[config.mk]
export PLATFORM = sky130hd
export DESIGN_NAME = seq_multiplier
export DESIGN_NICKNAME = d
export VERILOG_FILES = /design/src/rtl/seq_multiplier_pkg.sv /design/src/rtl/mult_sign_adj.sv /design/src/rtl/seq_multiplier.sv
export SDC_FILE = /design/constraint.sdc
export NUM_CORES = 1
export LEC_CHECK = 0
export CAP_MARGIN = 20
export CORE_MARGIN = 3
export CORE_UTILIZATION = 55
export CTS_CLUSTER_DIAMETER = 120
export CTS_CLUSTER_SIZE = 40
export DETAILED_ROUTE_END_ITERATION = 16
export DONT_BUFFER_PORTS = 1
export GPL_ROUTABILITY_DRIVEN = 0
export PLACE_DENSITY = 0.7
export SYNTH_ARGS = -nofsm -noshare
export SYNTH_HDL_FRONTEND = slang
export SYNTH_SLANG_ARGS = --single-unit
[constraint.sdc]
create_clock -name clk -period 4.23 [get_ports clk]
set_input_delay 0.6345 -clock clk [delete_from_list [all_inputs] [get_ports clk]]
set_output_delay 0.6345 -clock clk [all_outputs]
set_load 0.01 [all_outputs]
[src/rtl/seq_multiplier_pkg.sv]
// mult_defs: state encodings and counter-width helper shared by the multiplier and future divider.
package mult_defs;
    localparam logic [1:0] IDLE = 2'd0;
    localparam logic [1:0] RUN  = 2'd1;
    localparam logic [1:0] DONE = 2'd2;

    function automatic int cnt_w(input int w);
        return $clog2(w);
    endfunction
endpackage

[src/rtl/mult_sign_adj.sv]
// mult_sign_adj: conditional two's-complement negate of a W-bit value.
module mult_sign_adj #(parameter int W = 8) (
    input  logic         i_neg,
    input  logic [W-1:0] i_d,
    output logic [W-1:0] o_q
);
    assign o_q = i_neg ? -i_d : i_d;
endmodule

[src/rtl/seq_multiplier.sv]
// seq_multiplier: iterative shift-add WIDTHxWIDTH multiplier with signed mode and start/busy/ready handshake.
// Define MULT_EARLY_TERM_EN to finish as soon as the remaining multiplier bits are all zero.
module seq_multiplier
    import mult_defs::*;
#(parameter int WIDTH = 8) (
    input  logic               clk,
    input  logic               reset_n,
    input  logic               start,
    input  logic               signed_mode,
    input  logic [WIDTH-1:0]   a,
    input  logic [WIDTH-1:0]   b,
    output logic [2*WIDTH-1:0] result,
    output logic               ready,
    output logic               busy
);
    localparam int CW = cnt_w(WIDTH);

    logic [1:0]         r_state;
    logic [2*WIDTH-1:0] r_acc, r_mcand;
    logic [WIDTH-1:0]   r_mplier;
    logic [CW-1:0]      r_cnt;
    logic               r_neg;
    logic [WIDTH-1:0]   w_a_mag, w_b_mag;
    logic [2*WIDTH-1:0] w_acc_next, w_res;
    logic               w_final;

    mult_sign_adj #(.W(WIDTH)) u_a_mag (.i_neg(signed_mode & a[WIDTH-1]), .i_d(a), .o_q(w_a_mag));
    mult_sign_adj #(.W(WIDTH)) u_b_mag (.i_neg(signed_mode & b[WIDTH-1]), .i_d(b), .o_q(w_b_mag));
    mult_sign_adj #(.W(2*WIDTH)) u_res (.i_neg(r_neg), .i_d(w_acc_next), .o_q(w_res));

    assign w_acc_next = r_mplier[0] ? r_acc + r_mcand : r_acc;
`ifdef MULT_EARLY_TERM_EN
    // With no multiplier bits left the accumulator is already final.
    assign w_final = (r_cnt == CW'(WIDTH-1)) || (r_mplier == '0);
`else
    assign w_final = r_cnt == CW'(WIDTH-1);
`endif

    always_ff @(posedge clk or negedge reset_n) begin
        if (!reset_n) begin
            r_state  <= IDLE;
            r_acc    <= '0;
            r_mcand  <= '0;
            r_mplier <= '0;
            r_cnt    <= '0;
            r_neg    <= 1'b0;
            result   <= '0;
            ready    <= 1'b0;
            busy     <= 1'b0;
        end else if (r_state == RUN) begin
            r_acc    <= w_acc_next;
            r_mcand  <= r_mcand << 1;
            r_mplier <= r_mplier >> 1;
            r_cnt    <= r_cnt + CW'(1);
            if (w_final) begin
                result  <= w_res;
                ready   <= 1'b1;
                busy    <= 1'b0;
                r_state <= DONE;
            end
        end else if (start) begin
            r_mcand  <= {{WIDTH{1'b0}}, w_a_mag};
            r_mplier <= w_b_mag;
            r_neg    <= signed_mode & (a[WIDTH-1] ^ b[WIDTH-1]);
            r_acc    <= '0;
            r_cnt    <= '0;
            busy     <= 1'b1;
            ready    <= 1'b0;
            r_state  <= RUN;
        end
    end
endmodule

==> impl_summary.log <==
[metrics] result of the run: finished, final reports clean
[metrics] number of iterations in the first detailed-routing pass: 5
[metrics] fraction of synthesis flops using an asynchronous set or reset pin: 100%
[metrics] remaining routing DRC violations: 0
[metrics] Synth Area in Adders: 6.26%
[metrics] multiplexer area fraction after synthesis: 3.30%
[metrics] area of combinational cells with multiple inputs: 2610 sq um
[metrics] Layout Nets: 541
[metrics] Slew headroom: roughly 33%
[metrics] average routed wire per standard cell: 16.7 um
[metrics] total clock buffers created by CTS: 9
[metrics] WHS: between 0.1 and 0.15 ns
[metrics] complex-gate fraction of the synthesized area: 22.3%
[metrics] pin count of the biggest net entering global routing: between 60 and 70
[metrics] syn nets: 553
[metrics] delay of the slowest cell on the worst path: 0.52 ns
[metrics] total power per unit cell area: around 780 nW/um^2
[metrics] CP Data Arrival Time: 3.74 ns
[metrics] Top FF cell, synth: dfrtp_1
[metrics] CP Cell Sequence: ha_1, fa_1, a211oi_1, nor3_1, nor3_2, nand2_1, nor4_1, nand4_1, or4b_1, nand3b_1
[metrics] basic-gate share of the synthesized area counting and, or, nand and nor cells: 23.8%
[metrics] Final Critical Period: between 3 and 4 ns
[metrics] number of antenna violations at the first check in global routing: 0
[metrics] aggregate global-route resource usage: 24.7%
[metrics] Worst-Margin Slew: between 0.9 and 1 ns
[metrics] Post-Syn Area per Cell: about 8.4 sq um
[metrics] cell with the biggest individual delay on the critical path: nor4_1
[metrics] starting density of the core: 58.0%
[metrics] mean number of vias per cell: between 6 and 7
[metrics] Post-synth EDFFs: 0
[metrics] remaining antenna violation count: 0
[metrics] share of post-route cells with drive strength above 1: 7.13%
[metrics] final total negative setup slack: 0 ns
[metrics] x dimension of the die: around 95 um
[metrics] quantity of I/O buffers inserted on ports: 0
[metrics] worst-path maximum fanout: 4
[metrics] warnings from Yosys: 0
[metrics] number of inserted filler cells in the final layout: 660
[metrics] kind of cell adding the most delay to the critical path: simple AND/OR/NAND/NOR gates
[metrics] distinct cell type count of the synthesized netlist: 62
[metrics] antenna diode count: 0
[metrics] vertical extent of the die: 94.6 um
[metrics] total congestion overflow: 0
[metrics] maximum operating frequency: 288 MHz
[metrics] first-pass GRT wire length: 17700 um
[metrics] Yosys reg bits: 62
[metrics] wire length after detailed routing: 10100 um
[metrics] HPWL Detailed: 6940 um
[metrics] Final setup violation count: 0
[metrics] final hold violations: 0
[metrics] Post-Syn Area: 4320 sq um
[metrics] final worst-path cycle share: 82.0%
[metrics] later-pin clock latency in the skew report: 0.34 ns
[metrics] largest family of logic cells by synthesized area: simple AND/OR/NAND/NOR gates
[metrics] core region area: 7450 sq um
[metrics] setup repair after global routing missed its margin: no
[metrics] depth of the CTS H-tree: 3
[metrics] Clock transition at path regs: 0.08 ns
[metrics] crit start category: flip-flop
[metrics] post-CTS setup repair buffer count: 0
[metrics] share of synthesized area occupied by flip-flops and latches: 35.9%
[metrics] clock skew after layout: about 0.014 ns
[metrics] worst path buffer plus inverter count: 0
[metrics] number of max-cap violations: 0
[metrics] Worst setup EP type: flip-flop
[metrics] reported leakage power: 0.00191 uW
[metrics] share of the synthesized netlist area taken by xor and xnor gates: 4.67%
[metrics] total I/O pin count: 38
[metrics] Layout Area Growth over Synthesis: 6.03%
[metrics] number of DRC markers in iteration 0: about 330
[metrics] Post-CTS Resized: 0
[metrics] Cell Rows: 31
[metrics] Critical Path RT: 4.50 ns
[metrics] fin. max-slew vios: 0
[metrics] TritonCTS clock tree: yes
[metrics] CTS root buffer: clkbuf_8
[metrics] CTS sink count: 62
[metrics] Cells after Synth: between 500 and 600
[metrics] maximum vdd drop: 0.368 mV
[metrics] total number of vias: 3785
[metrics] Max Buffers Root-to-Sink: 2
[metrics] footprint of the flip-flops and latches: around 1600 sq um
[metrics] Die Outline Area: 8950 sq um
[metrics] via count of the first global-routing pass: 3713
[metrics] worst setup path class: reg -> reg
[metrics] class of the tightest hold or removal check: in -> async
==> per-stage QoR <==
stage / total power, uW / instance area, sq um / instances / setup WS, ns / utilization [%]
after global placement: 3000 / 4360 / 587 / 0.919 / 58.6
final: 3590 / 4580 / 604 / 0.760 / 61.5
after global routing: 3940 / 4580 / 604 / 0.493 / 61.5
after floorplan: 2620 / 4320 / 512 / 1.17 / -
after detailed placement: 3060 / 4360 / 587 / 0.793 / 58.6
after CTS: 3590 / 4580 / 604 / 0.777 / 61.5
==> report_power, final <==
group	internal [uW]	switching, uW	total (uW)
Sequential	842	277	1120
Combinational	755	1220	1980
Clock	259	236	495
Total	1860	1740	3590
==> state kept, by name (all words and copies together), names as in the netlist <==
| name | cells |
|---|---|
| r_acc | 16 |
| r_mcand | 16 |
| result | 16 |
| r_mplier | 8 |
| r_cnt | 3 |
| r_neg | 1 |
| r_state | 1 |
| ready | 1 |
==> timing repair <==
action                                  CTS  global route
endpoints found under the setup margin    0             0
hold buffers                              1             0
hold endpoints to repair                 62             0
==> path summary, 6_finish.rpt <==
kind	from	end	slack [ns]	depth (start not counted)
max	r_acc[0]	result[15]	0.76	10
min	reset_n	r_acc[3]	0.15	1
max reg2reg	r_acc[0]	result[15]	0.76	10
min reg2reg	r_mplier[4]	r_mplier[3]	0.48	2
max in group asynchronous	reset_n	r_mcand[4]	3.79	1
min in group clk	start	ready	0.42	1
==> Yosys cell counts, types with 5 or more instances <==
library cell | number | share of area, %
o21ai_0 | 78 | 9.0
nand2_1 | 73 | 6.3
dfrtp_1 | 62 | 36
clkbuf_1 | 21 | 1.8
a21oi_1 | 20 | 2.3
ha_1 | 20 | 5.8
nand3_1 | 20 | 2.3
nand2b_1 | 19 | 2.8
nor2_1 | 17 | 1.5
inv_1 | 14 | 1.2
nor3_1 | 14 | 1.6
nand3b_1 | 13 | 2.3
xnor2_1 | 13 | 2.6
mux2i_1 | 12 | 2.8
or3_1 | 11 | 1.6
xor2_1 | 10 | 2.0
a31oi_1 | 9 | 1.3
o211ai_1 | 6 | 1.0
buf_2 | 5 | 0.58
==> per-layer routing <==
metal / GRT usage, % / up-vias / wire length, um
met3: 5.66 / 16 / 734
li1: - / 1844 / -
met1: 33.4 / 1786 / 4650
met4: 8.17 / 0 / 147
met5: 0 / - / 0
met2: 39.2 / 139 / 4580
==> kinds of logic (layout without fill, tap and decap cells) <==
kind of cell	count (synthesis)	count (layout)
buffers and inverters	42	35
xor gates and xnor gates	23	23
AOI/OAI and AO/OA	155	155
and+or+nand+nor	195	195
DFF	62	62
adders and majority gates	21	21
muxes	14	14
==> cell usage in the layout (no fill, tap or decap), types with 2 or more instances in the layout <==
master    synthesis  layout
xor2_1           10      10
nor2b_1           4       3
buf_4             0       3
nor4_1            4       4
nor3b_1           3       3
mux2_2            2       2
nand3b_1         13      13
nand3_1          20      20
nor2_1           17      17
clkinv_2          0       2
nand2_1          73      73
nor3_1           14      14
and3_1            2       2
a31o_2            4       4
or3_1            11      11
and2_1            2       2
a21o_1            3       3
o31ai_1           4       4
o21ai_0          78      78
a31oi_1           9       9
mux2i_1          12      12
xnor2_1          13      13
ha_1             20      20
o2111a_1          2       2
clkbuf_8          0      12
a211oi_1          4       4
a41o_1            2       2
o22ai_1           4       4
nand2b_1         19      19
nand4_1           4       4
a41oi_1           2       2
inv_1            14      14
o211ai_1          6       6
a311oi_2          2       2
a21oi_1          20      20
dfrtp_1          62      62
==> worst register-to-register path, stage by stage (launching register included) <==
cell      delay [ns]
dfrtp_1         0.40
ha_1            0.25
fa_1            0.43
a211oi_1        0.49
nor3_1          0.12
nor3_2          0.30
nand2_1         0.14
nor4_1          0.52
nand4_1         0.15
or4b_1          0.52
nand3b_1        0.09
==> area by class of cell <==
type | instances | area share, %
repair buffers | 4 | 1.09
multi-input cells | 408 | 57.0
clock buffers | 13 | 3.69
inverters | 15 | 1.23
well taps | 99 | 2.71
flip-flops and latches | 62 | 33.9
clock inverters | 3 | 0.383
No activity file was read; power rests on OpenSTA's default activity.
